<file path="src/rtl/decode_issue.sv">
// RV32I decode/issue stage: classifies format and builds the immediate, then buffers entries in a 2-entry skid buffer.
// One-cycle accept-to-output latency; o_inst_ready is a register (!skid valid), so stalls never ripple combinationally upstream.
module decode_issue #(
  parameter int CNT_W = 32
) (
  input  logic             i_clk,
  input  logic             i_rst,
  input  logic             i_flush,
  input  logic             i_inst_valid,
  output logic             o_inst_ready,
  input  logic [31:0]      i_inst,
  output logic             o_dec_valid,
  input  logic             i_dec_ready,
  output logic [31:0]      o_dec_inst,
  output logic [5:0]       o_dec_format,
  output logic [31:0]      o_dec_immediate,
  output logic             o_dec_illegal,
  output logic [CNT_W-1:0] o_issue_count
);

  typedef struct packed {
    logic [31:0] inst;
    logic [5:0]  fmt;
    logic [31:0] imm;
    logic        ill;
  } entry_t;

  entry_t           dec_d;
  entry_t           main_q, main_d, skid_q, skid_d;
  logic             main_vld_q, main_vld_d, skid_vld_q, skid_vld_d;
  logic [CNT_W-1:0] cnt_q, cnt_d;
  logic             accept, issue;

  always_comb begin
    dec_d      = '0;
    dec_d.inst = i_inst;
    case (i_inst[6:0])
      7'b0110011: dec_d.fmt = 6'b000001;
      7'b0010011, 7'b0000011, 7'b1100111, 7'b1110011: begin
        dec_d.fmt = 6'b000010;
        dec_d.imm = {{20{i_inst[31]}}, i_inst[31:20]};
      end
      7'b0100011: begin
        dec_d.fmt = 6'b000100;
        dec_d.imm = {{20{i_inst[31]}}, i_inst[31:25], i_inst[11:7]};
      end
      7'b1100011: begin
        dec_d.fmt = 6'b001000;
        dec_d.imm = {{19{i_inst[31]}}, i_inst[31], i_inst[7], i_inst[30:25], i_inst[11:8], 1'b0};
      end
      7'b0110111, 7'b0010111: begin
        dec_d.fmt = 6'b010000;
        dec_d.imm = {i_inst[31:12], 12'b0};
      end
      7'b1101111: begin
        dec_d.fmt = 6'b100000;
        dec_d.imm = {{11{i_inst[31]}}, i_inst[31], i_inst[19:12], i_inst[20], i_inst[30:21], 1'b0};
      end
      default: dec_d.ill = 1'b1;
    endcase
  end

  assign accept = i_inst_valid && !skid_vld_q;
  assign issue  = main_vld_q && i_dec_ready;

  always_comb begin
    main_d     = main_q;
    main_vld_d = main_vld_q;
    skid_d     = skid_q;
    skid_vld_d = skid_vld_q;
    cnt_d      = cnt_q;
    if (i_flush) begin
      main_vld_d = 1'b0;
      skid_vld_d = 1'b0;
    end else begin
      if (issue) cnt_d = cnt_q + CNT_W'(1);
      // skid is only ever valid while main is valid, so it always refills main first
      if (issue && skid_vld_q) begin
        main_d     = skid_q;
        skid_vld_d = 1'b0;
      end else if (accept && (!main_vld_q || issue)) begin
        main_d     = dec_d;
        main_vld_d = 1'b1;
      end else if (issue) begin
        main_vld_d = 1'b0;
      end
      if (accept && main_vld_q && !issue) begin
        skid_d     = dec_d;
        skid_vld_d = 1'b1;
      end
    end
  end

  always_ff @(posedge i_clk) begin
    if (i_rst) begin
      main_q     <= '0;
      skid_q     <= '0;
      main_vld_q <= 1'b0;
      skid_vld_q <= 1'b0;
      cnt_q      <= '0;
    end else begin
      main_q     <= main_d;
      skid_q     <= skid_d;
      main_vld_q <= main_vld_d;
      skid_vld_q <= skid_vld_d;
      cnt_q      <= cnt_d;
    end
  end

  assign o_inst_ready    = !skid_vld_q;
  assign o_dec_valid     = main_vld_q;
  assign o_dec_inst      = main_q.inst;
  assign o_dec_format    = main_q.fmt;
  assign o_dec_immediate = main_q.imm;
  assign o_dec_illegal   = main_q.ill;
  assign o_issue_count   = cnt_q;

endmodule

</file>
<file path="config.mk">
export PLATFORM = sky130hd
export DESIGN_NAME = decode_issue
export DESIGN_NICKNAME = d
export VERILOG_FILES = /design/src/rtl/decode_issue.sv
export SDC_FILE = /design/constraint.sdc
export NUM_CORES = 1
export LEC_CHECK = 0
export BUFFER_PORTS_ARGS = -buffer_cell sky130_fd_sc_hd__buf_2
export CORE_MARGIN = 3
export CORE_UTILIZATION = 60
export DETAILED_ROUTE_END_ITERATION = 7
export PLACE_DENSITY = 0.85
export SLEW_MARGIN = 20
export SYNTH_ARGS = -nofsm -noshare
export SYNTH_HDL_FRONTEND = slang
export SYNTH_SLANG_ARGS = --single-unit
</file>
<file path="constraint.sdc">
create_clock -name i_clk -period 4.36 [get_ports i_clk]
set_input_delay 0.654 -clock i_clk [delete_from_list [all_inputs] [get_ports i_clk]]
set_output_delay 0.654 -clock i_clk [all_outputs]
set_load 0.005 [all_outputs]
</file>
After elaboration in Yosys (flattened, before gate mapping)
Index checks and enable logic that the tools add are counted.

operators by class
  $add $sub $neg = 1
  eq/ne operators = 10
  multiplexer cells = 9
  bitwise gates (word level) = 2
  reduce and logical (&&, ||, !) cells = 21

operators by type and width
  cell                                                                   count
  32-bit case mux with 5 select lines                                    1
  71-bit 2-to-1 mux                                                      2
  6-bit case mux with 6 select lines                                     1
  32-bit by 1-bit adder with 32-bit output, second input constant        1
  7-bit equality test, second input constant                             4
  7-bit by 6-bit equality test with 1-bit output, second input constant  3
  7-bit by 5-bit equality test with 1-bit output, second input constant  2
  10-bit OR reduction                                                    1
  2-bit AND reduction                                                    4
  7-bit by 2-bit equality test with 1-bit output, second input constant  1
  1-bit logical AND                                                      6
  2-bit nonzero test                                                     3
  1-bit 2-to-1 mux                                                       5
  2-bit OR reduction                                                     2
  4-bit OR reduction                                                     1
  1-bit logical NOT                                                      3
  1-bit NOT                                                              2
  1-bit logical OR                                                       1

storage, ports and cells
  register bits = 176
  input bits = 37
  output and inout bits = 105
  word-level logic and storage cells = 54

Logic depth before layout (Yosys ltp)
Gate-level depths: netlist (run 1).

  word-level depth = 5
  depth in mapped cells = 8
  depth with buffers taken out = 6

Least setup slack after synthesis (run 1)
OpenSTA, ideal clock, no wires.

  kind = input to register
  start point = input i_inst[3]
  end point = register skid_q[10] in the netlist's numbering
  setup time = 0.059 ns
  arrival time = 2.073 ns
  required time = 4.301 ns
  path slack = 2.228 ns
  stages on the path = 6
  path buffers = 1
  path through = buf_2 > or4_1 > o311ai_1 > and2b_2 > nor3b_4 > a22o_1

on the way
  cells in the longest elaborated chain, start to end = 3
  elaborated cells on any way between the ends = 12
  classes of those cells = 9 x eq/ne; 1 x mux; 2 x reduce/logical

RTL lines
  item                                                                    line  source
  start: declaration                                                      11    input logic [31:0] i_inst,
  7-bit by 5-bit equality test with 1-bit output (tied with other cells)  37    case (i_inst[6:0])
  4-bit OR reduction or 2-bit OR reduction (tied branches)                --
  32-bit case mux with 5 select lines (*)                                 37
  end signal: assignment                                                  103   skid_q <= skid_d;
  end: declaration                                                        29    entry_t main_q, main_d, skid_q, skid_d;

Mark *: on every way between the ends. The rest lies on a longest branch, timed or not.
A chain may end at the register's enable or synchronous reset.

Worst setup path in the final report (run 1)
  start point = register skid_vld_q
  end point = register main_q (netlist bit o_dec_immediate[25])

on the way
  cells in the longest elaborated chain, start to end = 5
  elaborated cells on any way between the ends = 7
  classes of those cells = 1 x mux; 6 x reduce/logical

RTL lines
  item                           line  source
  start: declaration             30    logic main_vld_q, main_vld_d, skid_vld_q, skid_vld_d;
  start signal: assignment       105   skid_vld_q <= skid_vld_d;
  1-bit logical NOT              63    assign accept = i_inst_valid && !skid_vld_q;
  1-bit logical AND              63
  1-bit logical AND              81    end else if (accept && (!main_vld_q || issue)) begin
  2-bit nonzero test (no line)   --
  2-bit AND reduction (no line)  --
  end signal: assignment         102   main_q <= main_d;
  end: declaration               29

Parallel ways exist; a longest one is shown, timed or not.

==> results of run 1 <==
## report_power, final
group	total (mW)	internal (mW)	switching [mW]
logic	0.236	0.0848	0.151
registers	1.67	1.65	0.0211
clock network	1.58	0.932	0.644
## tightest hold or removal path, delay by kind of cell (launching register included)
| kind | cells | cell delay [ps] |
|---|---|---|
| AO/OA/AOI/OAI | 1 | 50 |
| flip-flops | 1 | 310 |
| AND/OR/NAND/NOR | 1 | 50 |
## flip-flops by register name (all words and copies together) (netlist names)
name / cells
o_dec_valid: 1
skid_q: 71
o_dec_format: 6
o_dec_inst: 32
o_dec_immediate: 32
o_dec_illegal: 1
o_issue_count: 32
skid_vld_q: 1
## cells in the final DEF, fill, tap and decap left out, types with 3 or more instances in the layout
cell        Yosys  layout
a32oi_1         8       8
xnor2_1        18      18
nand2_1       196     195
a211oi_1       28      27
nor2_1        114     113
nand4_1         8       8
inv_6           0       3
dfxtp_1       176     176
bufinv_16       0       3
buf_2          16     140
nor3_1         18      18
a21o_1         14      14
a21oi_1        60      60
xor2_1         11      11
nor4_2          3       4
o21ai_1        13      13
a311oi_1       41      41
a31oi_1        12      12
and3_1          3       3
a22o_1          6       6
clkinvlp_4      0       4
buf_4           1       9
and4_1          5       5
nand3_1        26      26
inv_1           9       9
nand2b_1        5       5
clkbuf_16       0      17
and2_1          3       3
o21ai_0        24      24
nor2b_1         4       4
## layer usage
layer / up-vias / share of wire
met3: 38 / 0.075
met5: - / 0
met1: 3248 / 0.43
met2: 276 / 0.48
met4: 0 / 0.022
li1: 3400 / -
## worst max path at each step
stage / start / endpoint / slack (ps) / depth (start not counted)
floorplan: i_inst[3] / skid_q[10]$_SDFFE_PP0P_ / 2230 / 6
detailed placement: i_flush / skid_q[22]$_SDFFE_PP0P_ / 1520 / 4
global route: o_dec_valid$_SDFFE_PP0P_ / skid_q[17]$_SDFFE_PP0P_ / 1650 / 5
CTS: o_dec_valid$_SDFFE_PP0P_ / skid_q[17]$_SDFFE_PP0P_ / 1890 / 5
finish: skid_vld_q$_SDFFE_PP0P_ / o_dec_immediate[25]$_SDFFE_PP0P_ / 1830 / 6
global placement: i_flush / skid_q[19]$_SDFFE_PP0P_ / 1600 / 5
## cell type report
cell class / count / area (sq um) / share of cell area
Multi-Input combinational cell: 661 / 3630 / 0.413
Sequential cell: 176 / 3520 / 0.401
Timing Repair Buffer: 150 / 788 / 0.0896
Clock buffer: 19 / 453 / 0.0515
Tap cell: 168 / 210 / 0.0239
Clock inverter: 12 / 156 / 0.0178
Inverter: 9 / 33.8 / 0.00384
## logic make-up after synthesis
logic type	count (synthesis)
AO/OA/AOI/OAI	220
XOR/XNOR	29
adder cells (fa/ha/maj)	1
buffers and inverters	82
flip-flops	176
multiplexers	1
AND/OR/NAND/NOR	410
## metrics by stage
stage               hold WS [ps]  total power [mW]   util  worst slack [ps]  instances
floorplan                    432              1.83      -              2230        919
global placement             432              1.93  0.676              1600       1164
detailed placement           434              1.93  0.676              1520       1164
CTS                          445              3.48  0.726              1890       1195
global route                 471              3.59  0.726              1650       1195
finish                       442              3.48  0.726              1830       1195
==> impl_metrics.tcl, run 1 <==
set metrics [dict create \
    gp_congestion 0.860 \
    fin_crit_sh 0.579 \
    setup_viol 0 \
    synth_ff_type "dfxtp_1" \
    h-tree-depth 4 \
    cap_viol_max_count 0 \
    whs_path_depth 2 \
    ys_seq_area_frac 0.472 \
    finClkSkew_ps 6.83 \
    setup_tns_ps 0 \
    synth-edff-count 0 \
    cts_setup_buffers 0 \
    crit_chain "or2_1 -> a2111oi_4 -> buf_4 -> o21ai_0 -> a31oi_1 -> a21o_1" \
    path_delay_family "compound AO/OA/AOI/OAI gates" \
    drtAntennaViolNets 0 \
    crit_buf_inv 1 \
    p_per_area_mw_per_mm2 395 \
    antenna_found_initial 0 \
    slew_headroom 0.288 \
    clkSinkCount 176 \
    wire_per_inst_microns 16.2 \
    worstHoldPathType "flip-flop to flip-flop" \
    path_class "flip-flop to flip-flop" \
    fin_nets 1053 \
    cts.repair.resized 0 \
    grt_pass1_vias 6470 \
    grt_max_degree 93 \
    final.min_clock_period_ps 2530 \
    synth_common_cells "nand2_1 (196), dfxtp_1 (176), nor2_1 (114)" \
    initial_utilization 0.616 \
    cts_hold_buf 0 \
    crit_arrival_ps 2900 \
    path_clk_slew_ps 60 \
    grtUsageMet3 0.0745 \
    syn_to_final_growth_pct 17.9 \
    totalWireLength_microns 19400 \
    num_vias 6962 \
    slowest_delay_ps 930 \
    cts.path.max_buffers 2 \
    synth_xor_xnor_area_share 0.0340 \
    drc 0 \
    grt_pass1_wl_microns 32100 \
    synth.area.top_cells "dfxtp_1 (47%), nand2_1 (9.9%), nor2_1 (5.7%)" \
    r2r-start "skid_vld_q$_SDFFE_PP0P_" \
    core.rowCount 40 \
    synthCells 919 \
    fmax_mhz 396 \
    p_leak_nw 3.43 \
    firstDrtPassIters 7 \
    gr-total-overflow 0 \
    ir_worst_vdd_v 0.000330 \
    synth_top_area_frac 0.472 \
    drive_above_1_share 0.193 \
    fill_cells 951 \
    insertedDiodeCount 0 \
    reg2reg_to "o_dec_immediate[25]$_SDFFE_PP0P_" \
    ios 142 \
    outcome "complete, no violations" \
    synth_top_area_cell "dfxtp_1" \
    fin_area_sq_mm 0.00880 \
    coreArea_sq_mm 0.0121 \
    synth_compound_area_frac 0.199 \
    synth_fp_nets 957 \
    min_from "o_dec_immediate[19]$_SDFFE_PP0P_" \
    r2r_cells 6 \
    synth_mux_area_frac 0.00134 \
    tritoncts "yes" \
    insertion_delay_ps 430 \
    cts_buffers 17 \
    busiest_layer "met2" \
    cp_data_required_time_ps 4740 \
    crit_slowest_cell "a2111oi_4" \
    vias_per_cell 5.83 \
    finalHoldViolCount 0 \
    min_to "o_dec_immediate[19]$_SDFFE_PP0P_" \
    syn_area_sq_mm 0.00746 \
    rsz0062_at_grt "false" \
    placedInstanceArea_sq_mm 0.00819 \
    rrSetupSlack_ps 1830 \
    met1_usage 0.366 \
    cp-start-kind "flip-flop" \
    dieArea_sq_mm 0.0138 \
    clockRootBuffer "clkbuf_16" \
    ys_warn_count 0 \
    ys_ff_latch 176 \
    yosysUniqueCellTypes 58 \
    grt_use_met2 0.447 \
    max_slew.worst_pin.slew_ps 1060 \
    avgSynthCellArea_sq_um 8.12 \
    critPathCaptureType "flip-flop" \
    synth_top_family_by_area "simple AND/OR/NAND/NOR gates" \
    crit_fanout 14 \
    die_w_microns 118 \
    grt_use_total 0.280 \
    yosys.area_share.simple 0.246 \
    port_buffers 141 \
    dp.final_hpwl_microns 12300 \
    synth.most_common_cell "nand2_1" \
    drtIter0Drc 666 \
    async_flop_share 0 \
    synthAdderAreaFrac 0.00168 \
    dieHeight_microns 118 \
    slew_violations 0 \
]
Note: power is estimated with default switching activity, not from simulation.
==> inputs of run 2 (changes only) <==
Settings changed: CORE_UTILIZATION 60 to 55, PLACE_DENSITY 0.85 to 0.79.
Clock period 4.36 ns to 2.6 ns, I/O delays scaled along.
==> run 2 against run 1 <==
Against the previous run: die area up 8.6%; clock skew hardly changed; clock power increased by 51%; hold slack got worse by 200 ps; register-to-register slack got worse by 1300 ps; utilization fell by 4.3 points; final area grew 0.37%; count of clock-buffer cells in the layout decreased by 1; total power up 61%; non-clock buffer count is 9 higher.
==> impl_metrics.tcl, run 2 (synthesized netlist as in run 1, its figures left out) <==
set metrics [dict create \
    outcome "complete, no violations" \
    drtIter0Drc 608 \
    largest_reg_flops 71 \
    h-tree-depth 4 \
    cts.path.max_buffers 2 \
    finalHoldViolCount 0 \
    crit_fanout 19 \
    grt_max_degree 68 \
    dp.final_hpwl_microns 12900 \
    r2r-start "o_dec_valid$_SDFFE_PP0P_" \
    num_vias 6940 \
    dp_cells 1177 \
    multiInputGateArea_sq_mm 0.00363 \
    dieArea_sq_mm 0.0150 \
    drtAntennaViolNets 0 \
    syn_to_final_growth_pct 18.3 \
    final_cell_mix "nand2_1 (195), dfxtp_1 (176), buf_2 (140)" \
    layout_commonest_cell "nand2_1" \
    cts_hold_buf 0 \
    fin_ws_ps 514 \
    stdcell_count 1209 \
    worstHoldPathType "primary input to flip-flop" \
    regArea_sq_mm 0.00352 \
    grt_pass1_vias 6433 \
    cp_data_required_time_ps 2960 \
    clockRootBuffer "clkbuf_16" \
    ir_worst_vdd_v 0.000472 \
    setup_viol 0 \
    cts_setup_buffers 0 \
    die_w_microns 123 \
    finClkSkew_ps 6.66 \
    setup.worst_path.start "o_dec_valid$_SDFFE_PP0P_" \
    clkSinkCount 176 \
    grt_use_total 0.262 \
    fin_crit_sh 0.802 \
    grt_pass1_wl_microns 31700 \
    final.min_clock_period_ps 2090 \
    path_class "flip-flop to flip-flop" \
    max_slew.worst_pin.slew_ps 611 \
    initial_utilization 0.577 \
    top_register "skid_q" \
    crit_arrival_ps 2450 \
    gr-total-overflow 0 \
    port_buffers 141 \
    cap_viol_max_count 0 \
    core.rowCount 41 \
    drive_above_1_share 0.200 \
    min_from "i_inst[19]" \
    coreArea_sq_mm 0.0129 \
    ios 142 \
    gp_congestion 0.928 \
    dp_slack_ps 447 \
    rrSetupSlack_ps 510 \
    fill_cells 1120 \
    totalWireLength_microns 19600 \
    antenna_found_initial 0 \
    rsz0062_at_grt "false" \
    insertion_delay_ps 430 \
    vias_per_cell 5.74 \
    p_leak_nw 3.46 \
    slew_headroom 0.590 \
    dieHeight_microns 123 \
    cts.repair.resized 0 \
    insertedDiodeCount 0 \
    p_per_area_mw_per_mm2 633 \
    cts_buffers 17 \
    cp-start-kind "flip-flop" \
    fmax_mhz 479 \
    slew_violations 0 \
    tritoncts "yes" \
    setup_tns_ps 0 \
    path_clk_slew_ps 70 \
    critPathCaptureType "flip-flop" \
    hold_ws_ps 240 \
    fin_nets 1062 \
    firstDrtPassIters 5 \
    wire_per_inst_microns 16.2 \
    drc 0 \
]
[run 2: cell count changes in the layout (fill, tap and decap cells not counted)]
cell,previous run,this run
clkinv_2,2,7
clkbuf_8,2,0
clkbuf_1,0,1
bufinv_16,3,1
clkinv_4,0,1
buf_4,9,16
buf_12,1,3
clkinvlp_4,4,2
[run 2: final cells by class]
cell class | instances | share of cell area
tap | 172 | 0.0244
multi-input combinational | 661 | 0.411
timing repair buffer | 159 | 0.0998
clock inverter | 14 | 0.0130
sequential | 176 | 0.399
inverter | 9 | 0.00383
clock buffer | 18 | 0.0486
[run 2: stage by stage]
| stage | power (mW) | utilization | instance area (sq um) |
|---|---|---|---|
| after floorplan | 3.08 | - | 7460 |
| after global placement | 3.24 | 0.641 | 8290 |
| after detailed placement | 3.25 | 0.641 | 8290 |
| after CTS | 5.60 | 0.683 | 8830 |
| after global routing | 5.76 | 0.683 | 8830 |
| final | 5.59 | 0.683 | 8830 |
[run 2: per-layer routing]
metal / vias to the layer above / track usage / part of all wire
met5: - / 0 / 0
met4: 0 / 0.0777 / 0.013
met2: 218 / 0.424 / 0.47
met3: 20 / 0.0613 / 0.066
li1: 3421 / - / -
met1: 3281 / 0.349 / 0.45
[run 2: worst max-delay path, stage by stage, from the launching register on]
cell and delay (ps):
dfxtp_1 430, nand2_1 130, or4_2 840, buf_4 320
nor3_1 150, a21oi_1 60, nor2_1 90
[run 2: power by group]
group	total [mW]	leakage [nW]	internal, mW	switching, mW
combinational	0.398	1.76	0.145	0.253
sequential	2.79	1.43	2.76	0.0347
clock	2.39	0.270	1.31	1.08
[run 2: worst paths after layout]
check	endpoint	depth (start not counted)
max	skid_q[36]$_SDFFE_PP0P_	6
min	skid_q[58]$_SDFFE_PP0P_	3
max reg2reg	skid_q[36]$_SDFFE_PP0P_	6
min reg2reg	o_dec_immediate[16]$_SDFFE_PP0P_	2
